[src/rtl/seg7_pkg.sv]
// Shared constants for the seg7 encoder/decoder pair: active-low segment patterns
// (seg[6]=a .. seg[0]=g), bus widths and the scan-decoder state encoding.
package seg7_pkg;

  localparam int AN_W  = 4;
  localparam int SEG_W = 7;
  localparam int VAL_W = 4;
  localparam int CNT_W = 4;

  localparam logic [SEG_W-1:0] DIG0  = 7'b0000001;
  localparam logic [SEG_W-1:0] DIG1  = 7'b1001111;
  localparam logic [SEG_W-1:0] DIG2  = 7'b0010010;
  localparam logic [SEG_W-1:0] DIG3  = 7'b0000110;
  localparam logic [SEG_W-1:0] DIG4  = 7'b1001100;
  localparam logic [SEG_W-1:0] DIG5  = 7'b0100100;
  localparam logic [SEG_W-1:0] DIG6  = 7'b0100000;
  localparam logic [SEG_W-1:0] DIG7  = 7'b0001111;
  localparam logic [SEG_W-1:0] DIG8  = 7'b0000000;
  localparam logic [SEG_W-1:0] DIG9  = 7'b0000100;
  localparam logic [SEG_W-1:0] BLANK = 7'b1111111;

  typedef enum logic [1:0] {
    ST_IDLE  = 2'd0,
    ST_TRACK = 2'd1,
    ST_HOLD  = 2'd2
  } state_t;

endpackage

[src/rtl/seg7_pattern_decode.sv]
// Combinational inverse of the seg7 encoder table: pattern -> digit value.
// Blank reads as 4'hF without error; anything unrecognised reads 4'hF with err.
module seg7_pattern_decode
  import seg7_pkg::*;
(
  input  logic [SEG_W-1:0] pattern,
  output logic [VAL_W-1:0] value,
  output logic             err
);

  always_comb begin
    // NOTE: defaults first so every path assigns both outputs and no latch forms.
    value = 4'hF;
    err   = 1'b0;
    case (pattern)
      DIG0:    value = 4'd0;
      DIG1:    value = 4'd1;
      DIG2:    value = 4'd2;
      DIG3:    value = 4'd3;
      DIG4:    value = 4'd4;
      DIG5:    value = 4'd5;
      DIG6:    value = 4'd6;
      DIG7:    value = 4'd7;
      DIG8:    value = 4'd8;
      DIG9:    value = 4'd9;
      BLANK:   value = 4'hF;
      default: err   = 1'b1;
    endcase
  end

endmodule

[src/rtl/seg7_scan_decoder.sv]
// Recovers the four displayed digits from a multiplexed active-low 7-segment scan,
// capturing each digit once per anode activation after STABLE_CYCLES stable samples.
module seg7_scan_decoder
  import seg7_pkg::*;
#(
  parameter int STABLE_CYCLES = 4
) (
  input  logic        clk,
  input  logic        rst,
  input  logic [3:0]  an,
  input  logic [6:0]  seg,
  output logic [15:0] digits,
  output logic [3:0]  digit_err,
  output logic        frame_valid,
  output logic        scan_err
);

  localparam logic [CNT_W-1:0] STABLE = CNT_W'(STABLE_CYCLES);

  logic [AN_W-1:0]  an_q;
  logic [SEG_W-1:0] seg_q;
  state_t           state;
  logic [AN_W-1:0]  an_trk;
  logic [1:0]       idx;
  logic [SEG_W-1:0] pat;
  logic [CNT_W-1:0] cnt;
  logic [AN_W-1:0]  captured;
  logic [VAL_W-1:0] slot_val [AN_W];
  logic [AN_W-1:0]  slot_err;

  logic [2:0]       n_low;
  logic             an_one, an_multi;
  logic             restart, advance, capture, frame_done;
  logic [1:0]       new_idx, cap_idx;
  logic [CNT_W-1:0] cnt_next;
  logic [SEG_W-1:0] trk_pat;
  logic [VAL_W-1:0] dec_val;
  logic             dec_err;

  assign n_low    = 3'($countones(~an_q));
  assign an_one   = (n_low == 3'd1);
  assign an_multi = (n_low > 3'd1);

  always_comb begin
    new_idx = 2'd0;
    for (int i = 0; i < AN_W; i++)
      if (!an_q[i]) new_idx = 2'(i);
  end

  // A new activation (or a pattern change while still tracking) restarts the count;
  // once in HOLD, samples of the same anode are ignored until the anode changes.
  assign restart  = an_one && ((state == ST_IDLE) || (an_q != an_trk) ||
                               ((state == ST_TRACK) && (seg_q != pat)));
  assign advance  = an_one && (state == ST_TRACK) && (an_q == an_trk) && (seg_q == pat);
  assign cnt_next = restart ? CNT_W'(1) :
                    (cnt >= STABLE) ? STABLE : cnt + CNT_W'(1);
  assign capture  = (restart || advance) && (cnt_next == STABLE);
  assign cap_idx  = restart ? new_idx : idx;
  assign trk_pat  = (restart || advance) ? seg_q : pat;

  assign frame_done = (captured == 4'b1111);

  seg7_pattern_decode u_decode (
    .pattern (trk_pat),
    .value   (dec_val),
    .err     (dec_err)
  );

  always_ff @(posedge clk) begin
    if (rst) begin
      an_q        <= 4'b1111;
      seg_q       <= BLANK;
      state       <= ST_IDLE;
      an_trk      <= 4'b1111;
      idx         <= 2'd0;
      pat         <= BLANK;
      cnt         <= '0;
      captured    <= '0;
      // NOTE: the shadow slots are reset explicitly so a post-reset frame never
      // exposes stale digits; this is small enough to live in flops, not RAM.
      for (int i = 0; i < AN_W; i++) slot_val[i] <= '0;
      slot_err    <= '0;
      digits      <= '0;
      digit_err   <= '0;
      frame_valid <= 1'b0;
      scan_err    <= 1'b0;
    end else begin
      // NOTE: non-blocking throughout, so every read below sees pre-edge values.
      an_q        <= an;
      seg_q       <= seg;
      scan_err    <= an_multi;
      frame_valid <= frame_done;

      if (frame_done) begin
        digits    <= {slot_val[3], slot_val[2], slot_val[1], slot_val[0]};
        digit_err <= slot_err;
      end

      // Clearing and a same-cycle capture are merged so the new capture survives.
      captured <= (frame_done ? 4'b0000 : captured) |
                  (capture ? (4'b0001 << cap_idx) : 4'b0000);

      if (capture) begin
        slot_val[cap_idx] <= dec_val;
        slot_err[cap_idx] <= dec_err;
      end

      if (!an_one) begin
        state <= ST_IDLE;
        cnt   <= '0;
      end else if (restart || advance) begin
        state  <= capture ? ST_HOLD : ST_TRACK;
        an_trk <= an_q;
        idx    <= cap_idx;
        pat    <= trk_pat;
        cnt    <= cnt_next;
      end
    end
  end

endmodule

[config.mk]
export PLATFORM = sky130hd
export DESIGN_NAME = seg7_scan_decoder
export DESIGN_NICKNAME = d
export VERILOG_FILES = /design/src/rtl/seg7_pkg.sv /design/src/rtl/seg7_pattern_decode.sv /design/src/rtl/seg7_scan_decoder.sv
export SDC_FILE = /design/constraint.sdc
export NUM_CORES = 1
export LEC_CHECK = 0
export ABC_AREA = 1
export ABC_CLOCK_PERIOD_IN_PS = 4490
export CORE_MARGIN = 3
export CORE_UTILIZATION = 60
export CTS_CLUSTER_SIZE = 30
export DETAILED_ROUTE_END_ITERATION = 6
export DONT_BUFFER_PORTS = 1
export PLACE_DENSITY = 0.76
export SYNTH_ARGS = -nofsm -noshare
export SYNTH_HDL_FRONTEND = slang
export SYNTH_SLANG_ARGS = --single-unit
[constraint.sdc]
create_clock -name clk -period 4.49 [get_ports clk]
set_input_delay 0.6735 -clock clk [delete_from_list [all_inputs] [get_ports clk]]
set_output_delay 0.6735 -clock clk [all_outputs]
set_load 0.02 [all_outputs]
-- Word level (Yosys, flattened, before mapping)
Memory sizes are Yosys's and may differ from the RTL's. A register that Yosys moved wholly into a read port is not among the register bits.
Index checks and enable logic that the tools add are counted.
- flip-flop bits (word level): 44
- latch bits: 0
- memory bits (writable): 16
- bits in read-only memories: 0
- input bits: 13
- word-level logic and storage cells: 82
- memories kept: 1
- memory list (memory ; depth ; bits a word ; rd ports ; clocked after Yosys merged registers in ; wr ports ; line ; RTL):
    slot_val ; 4 ; 4 ; 4 ; 4 ; 4 ; seg7_scan_decoder.sv:28 ; logic [VAL_W-1:0] slot_val [AN_W];
- add/sub/neg operators: 4
- multiply operators: 0
- div/mod/pow operators: 0
- order comparisons: 4
- equal/unequal tests: 18
- shifts and indexed selects: 1
- multiplexer cells: 23
- bitwise logic cells: 3
- reductions and logical operators: 16
- operators by type and width (operator ; number):
    one-hot mux 4 bit (10 select lines) ; 1
    equality test 7 bit, second input constant ; 3
    two-way mux 4 bit ; 5
    equality test 7 x 3 -> 1 bit, second input constant ; 2
    equality test 7 x 6 -> 1 bit, second input constant ; 2
    OR reduction 11 bit ; 1
    two-way mux 2 bit ; 5
    two-way mux 1 bit ; 9
    equality test 7 x 1 -> 1 bit, second input constant ; 1
    equality test 7 x 4 -> 1 bit, second input constant ; 1
    equality test 7 x 5 -> 1 bit, second input constant ; 1
    equality test 7 bit ; 1
    logical AND 1 bit ; 7
    logical NOT 7 bit ; 1
    two-way mux 7 bit ; 1
    inequality test 7 bit ; 1
    adder 1 x 1 -> 2 bit ; 2
    adder 4 x 1 -> 4 bit, second input constant ; 1
    bitwise mux 4 bit ; 1
    equality test 4 x 3 -> 1 bit, second input constant ; 1
    equality test 4 bit ; 1
    equality test 4 bit, second input constant ; 1
    >= comparator 4 x 3 -> 1 bit, second input constant ; 1
    inequality test 4 bit ; 1
    other kinds (16) ; 18

-- Logic depth before layout (Yosys ltp)
- depth after elaboration: 14
- gate-level depth with buffers: 21
- mapped depth without buffers: 20

-- By module
From an unflattened synthesis, not the netlist that was laid out.
- cells, all modules: 446
- area total of the unflattened synthesis: 3399.5 sq um
- by module, submodules not included (module ; times used ; cells each ; area an instance (sq um) ; sequential area each (sq um)):
    seg7_scan_decoder ; 1 ; 388 ; 3141.8 ; 1681.6
    seg7_pattern_decode ; 1 ; 58 ; 257.7 ; 0.0

-- Worst setup path before layout
No wires, ideal clock.
- path type: reg-to-reg
- from: reg an_q[0]
- to: mem slot_val[0][0], data pin
- setup time: 0.256 ns
- arrival: 2.708 ns
- required time: 4.234 ns
- slack: 1.526 ns
- cell stages (with the launch flop): 21
- period minus slack after synthesis: 2.964 ns
- cell sequence: dfxtp_1 -> fa_1 -> inv_1 -> ha_1 -> inv_1 -> ha_1 -> nor2_1 -> nand2_1 -> inv_1 -> buf_2 -> nand3b_2 -> nand2_2 -> nand2_4 -> nor2_1 -> nand2_2 -> nand2_2 -> nor2_1 -> nand3_2 -> nand2_1 -> nand2_2 -> nor2_1
- RTL lines (item ; line ; RTL):
    start: declaration ; seg7_scan_decoder.sv:20 ; logic [AN_W-1:0] an_q;
    start signal: assignment ; seg7_scan_decoder.sv:89 ; an_q <= an;
    end: declaration ; seg7_scan_decoder.sv:28 ;

==> flow_summary_export.csv <==
group,metric,value,unit
global_route,gr-total-overflow,0,
placed_design,place_ws,0.925,ns
timing,final-setup-viol-count,0,
floorplan,rows,27,
critical_path,r2r_start,"an_q[0]",
critical_path,critPathKind,"register to register",
placed_design,gp_congestion,0.829,
floorplan,die_h,82.1,µm
power_and_ir_drop,p_leak,0.00165,µW
power_and_ir_drop,seqPwrFrac,0.508,
min_path,hp-class,"primary input to register",
synth,yosysSeqAreaShare,0.484,
synth,ys_seq_elements,76,
run_status,status,"completed",
critical_path,reg2reg_slack,0.91,ns
floorplan,die_area,6740,µm²
timing,fin_crit_sh,0.797,
power_and_ir_drop,power_density,394,nW/µm²
placed_design,numPortBuffers,0,
timing,fmax,279,MHz
routing,vias,2592,
clocking,clock_latency,0.34,ns
timing,setup_ws,0.910,ns
timing,period_needed,3.58,ns
timing,fin_skew,0.00994,ns
clocking,cts_root_buf,"clkbuf_8",
floorplan,io_pins,35,
floorplan,coreArea,5540,µm²
routing,viasPerCell,5.18,
final_layout,instances_no_fill,500,
clocking,numCtsBuffers,9,
power_and_ir_drop,power_frac_clock,0.358,
critical_path,crit_required,4.59,ns
critical_path,critPathMaxFanout,23,
timing,relSlewSlack,0.251,
global_route,grt_pass1_wl,10.5,mm
synth,yosys_warnings,0,
power_and_ir_drop,p_int,1060,µW
critical_path,critPathCaptureType,"register",
routing,dr.pass1.iters,6,
clocking,cts.clk_slew.worst_paths,0.08,ns
final_layout,nets,441,
routing,drt_iter0_drc,140,
min_path,holdPathEnd,"captured[2]",
critical_path,reg2regPathDepth,19,
global_route,grt_max_degree,42,
placed_design,dp_hpwl,4.61,mm
min_path,hold_depth,1,
critical_path,regToRegEndpoint,"slot_val[0][0]",
routing,drc_errors,0,
routing,ant_nets,0,
synth,synth_nets,444,
power_and_ir_drop,switching_share,0.274,
timing,final_hold_viol_count,0,
critical_path,critPathLaunchType,"register",
global_route,grt_pass1_vias,2432,
timing,tns,0,ns
power_and_ir_drop,combPwrFrac,0.135,
clocking,htree_levels,3,
synth,syn_avg_cell_area,8.16,µm²
routing,routedWlPerCell,12.5,µm
floorplan,die_w,82.1,µm
power_and_ir_drop,p_switching,399,µW
synth,netlist_instances,426,
placed_design,place_inst,484,
synth,netlist-cell-type-count,39,
clocking,ctsHoldBuffers,0,
clocking,cts_setup_buffers,0,
final_layout,nFillCells,463,
min_path,hp-start,"rst",
synth,yosys.area.top_type_share,0.346,
power_and_ir_drop,ir_worst_vdd,0.000245,V
global_route,grtUsageTotal,0.206,
final_layout,syn2layout_area_growth,6.30,%
final_layout,drive_gt1_frac,0.189,
synth,syn_area,3470,µm²
floorplan,start_util,0.627,
global_route,antenna_found_initial,0,
timing,slew_violations,0,
synth,synthTopCellsByArea,"dfxtp_1 (35%), edfxtp_1 (14%), nand2_1 (8.5%)",
timing,worstMarginPinSlew,1.12,ns
final_layout,n_antenna_cell,0,
clocking,cts-resized-gates,0,
clocking,clockBufferDepth,2,
timing,worst_hold_slack,0.398,ns
clocking,cts_tree,"done",
critical_path,worstPathArrival,3.68,ns
routing,wirelength,6.24,mm
synth,yosysTopAreaCell,"dfxtp_1",
clocking,cts_sinks,76,
timing,grt_setup_unrepaired,"no",
job,cap_viol_max_count,0,
[layer usage]
metal  GRT usage  vias to the layer above  routed length [µm]
met5           0                        -                   0
met4      0.0880                        0                 116
met3      0.0412                       11                 262
met2       0.358                       58                3160
met1       0.246                     1172                2700
li1            -                     1351                   -
[placed cells by master, fill, tap and decap left out, drive strengths merged, types with 9 or more instances in the layout]
master,Yosys,routed
dfxtp,60,60
o21ai,25,25
clkbuf,11,11
or2,11,11
nor2,85,85
nand3,26,26
inv,42,43
nor3,9,9
nand2,103,103
edfxtp,16,16
[power groups by stage]
stage / combinational, µW / sequential, µW / clock [µW]
CTS: 197 / 739 / 530
global placement: 191 / 755 / 0
global route: 223 / 742 / 565
floorplan: 175 / 751 / 0
finish: 196 / 739 / 521
detailed placement: 196 / 755 / 0
[synth_stat cells]
| cell type | n |
|---|---|
| clkinv_1 | 1 |
| ha_1 | 4 |
| nor2_1 | 76 |
| inv_2 | 8 |
| o22ai_1 | 1 |
| nand3b_1 | 3 |
| buf_8 | 1 |
| o21ai_0 | 22 |
| inv_4 | 1 |
| nor2_4 | 4 |
| nor3_2 | 1 |
| buf_2 | 1 |
| buf_6 | 1 |
| nand3_2 | 7 |
| nor2_2 | 4 |
| nand2_2 | 20 |
| o21ai_1 | 3 |
| edfxtp_1 | 16 |
| nand3b_2 | 2 |
| a211oi_1 | 1 |
| xnor2_1 | 1 |
| a21oi_1 | 7 |
| xor2_1 | 3 |
| or2_2 | 11 |
| a21oi_2 | 1 |
| nand2_1 | 79 |
| a311oi_1 | 1 |
| nor3_1 | 8 |
| inv_1 | 33 |
| fa_1 | 1 |
| dfxtp_1 | 60 |
| o41ai_1 | 1 |
| clkbuf_1 | 11 |
| nand3_1 | 17 |
| nand2_4 | 4 |
| nor2_8 | 1 |
| nand4_1 | 4 |
| o211ai_1 | 4 |
| nand3_4 | 2 |
[through the flow]
| stage | instance area [µm²] | util | power [µW] |
|---|---|---|---|
| 6_report | 3690 | 0.667 | 1460 |
| 4_1_cts | 3690 | 0.667 | 1470 |
| 3_5_place_dp | 3490 | 0.630 | 951 |
| 3_3_place_gp | 3490 | 0.630 | 945 |
| 5_1_grt | 3690 | 0.667 | 1530 |
| 2_1_floorplan | 3470 | - | 926 |
[worst max-delay path by stage]
stage             from             end  slack, ns  cells after the start
2_1_floorplan  an_q[0]  slot_val[0][0]       1.53                     20
3_3_place_gp   an_q[0]  slot_val[2][0]       1.06                     19
3_5_place_dp   an_q[0]  slot_val[0][0]       0.93                     19
4_1_cts        an_q[0]  slot_val[0][0]       0.89                     19
5_1_grt        an_q[3]  slot_val[0][0]       0.54                     19
6_report       an_q[0]  slot_val[0][0]       0.91                     19
[state kept, by name (all words and copies together) (netlist names)]
signal       cells
scan_err         1
pat              7
state            2
idx              2
seg_q            7
digit_err        4
frame_valid      1
an_q             4
an_trk           4
captured         4
slot_val        16
cnt              4
slot_err         4
digits          16
[logic make-up after synthesis]
group | Yosys count | synth area share
simple gates | 243 | 0.351
flops | 76 | 0.484
buf+inv | 57 | 0.0681
compound gates | 41 | 0.0663
fa+ha+maj | 5 | 0.0202
xor+xnor | 4 | 0.0101
[area by class of cell]
cell class,instances,area [µm²],share of cell area
Sequential cell,76,1680,0.455
Inverter,43,164,0.0444
Multi-Input combinational cell,293,1560,0.421
Tap cell,72,90.1,0.0244
Clock buffer,11,141,0.0383
Clock inverter,5,60.1,0.0163
[critical path: stages, from the launching register on]
cell	delay [ns]
dfxtp_1	0.34
fa_1	0.54
inv_1	0.04
ha_1	0.18
inv_1	0.06
ha_1	0.21
nor2_1	0.10
nand2_1	0.11
inv_1	0.44
nand2_4	0.27
nand2_1	0.11
nand2_1	0.13
inv_1	0.13
nor2_2	0.06
nand2_1	0.10
nand2_1	0.06
nor3_1	0.19
nand2_1	0.09
nand2_2	0.11
nor2_1	0.06
Power figures use the tool's default switching activity.
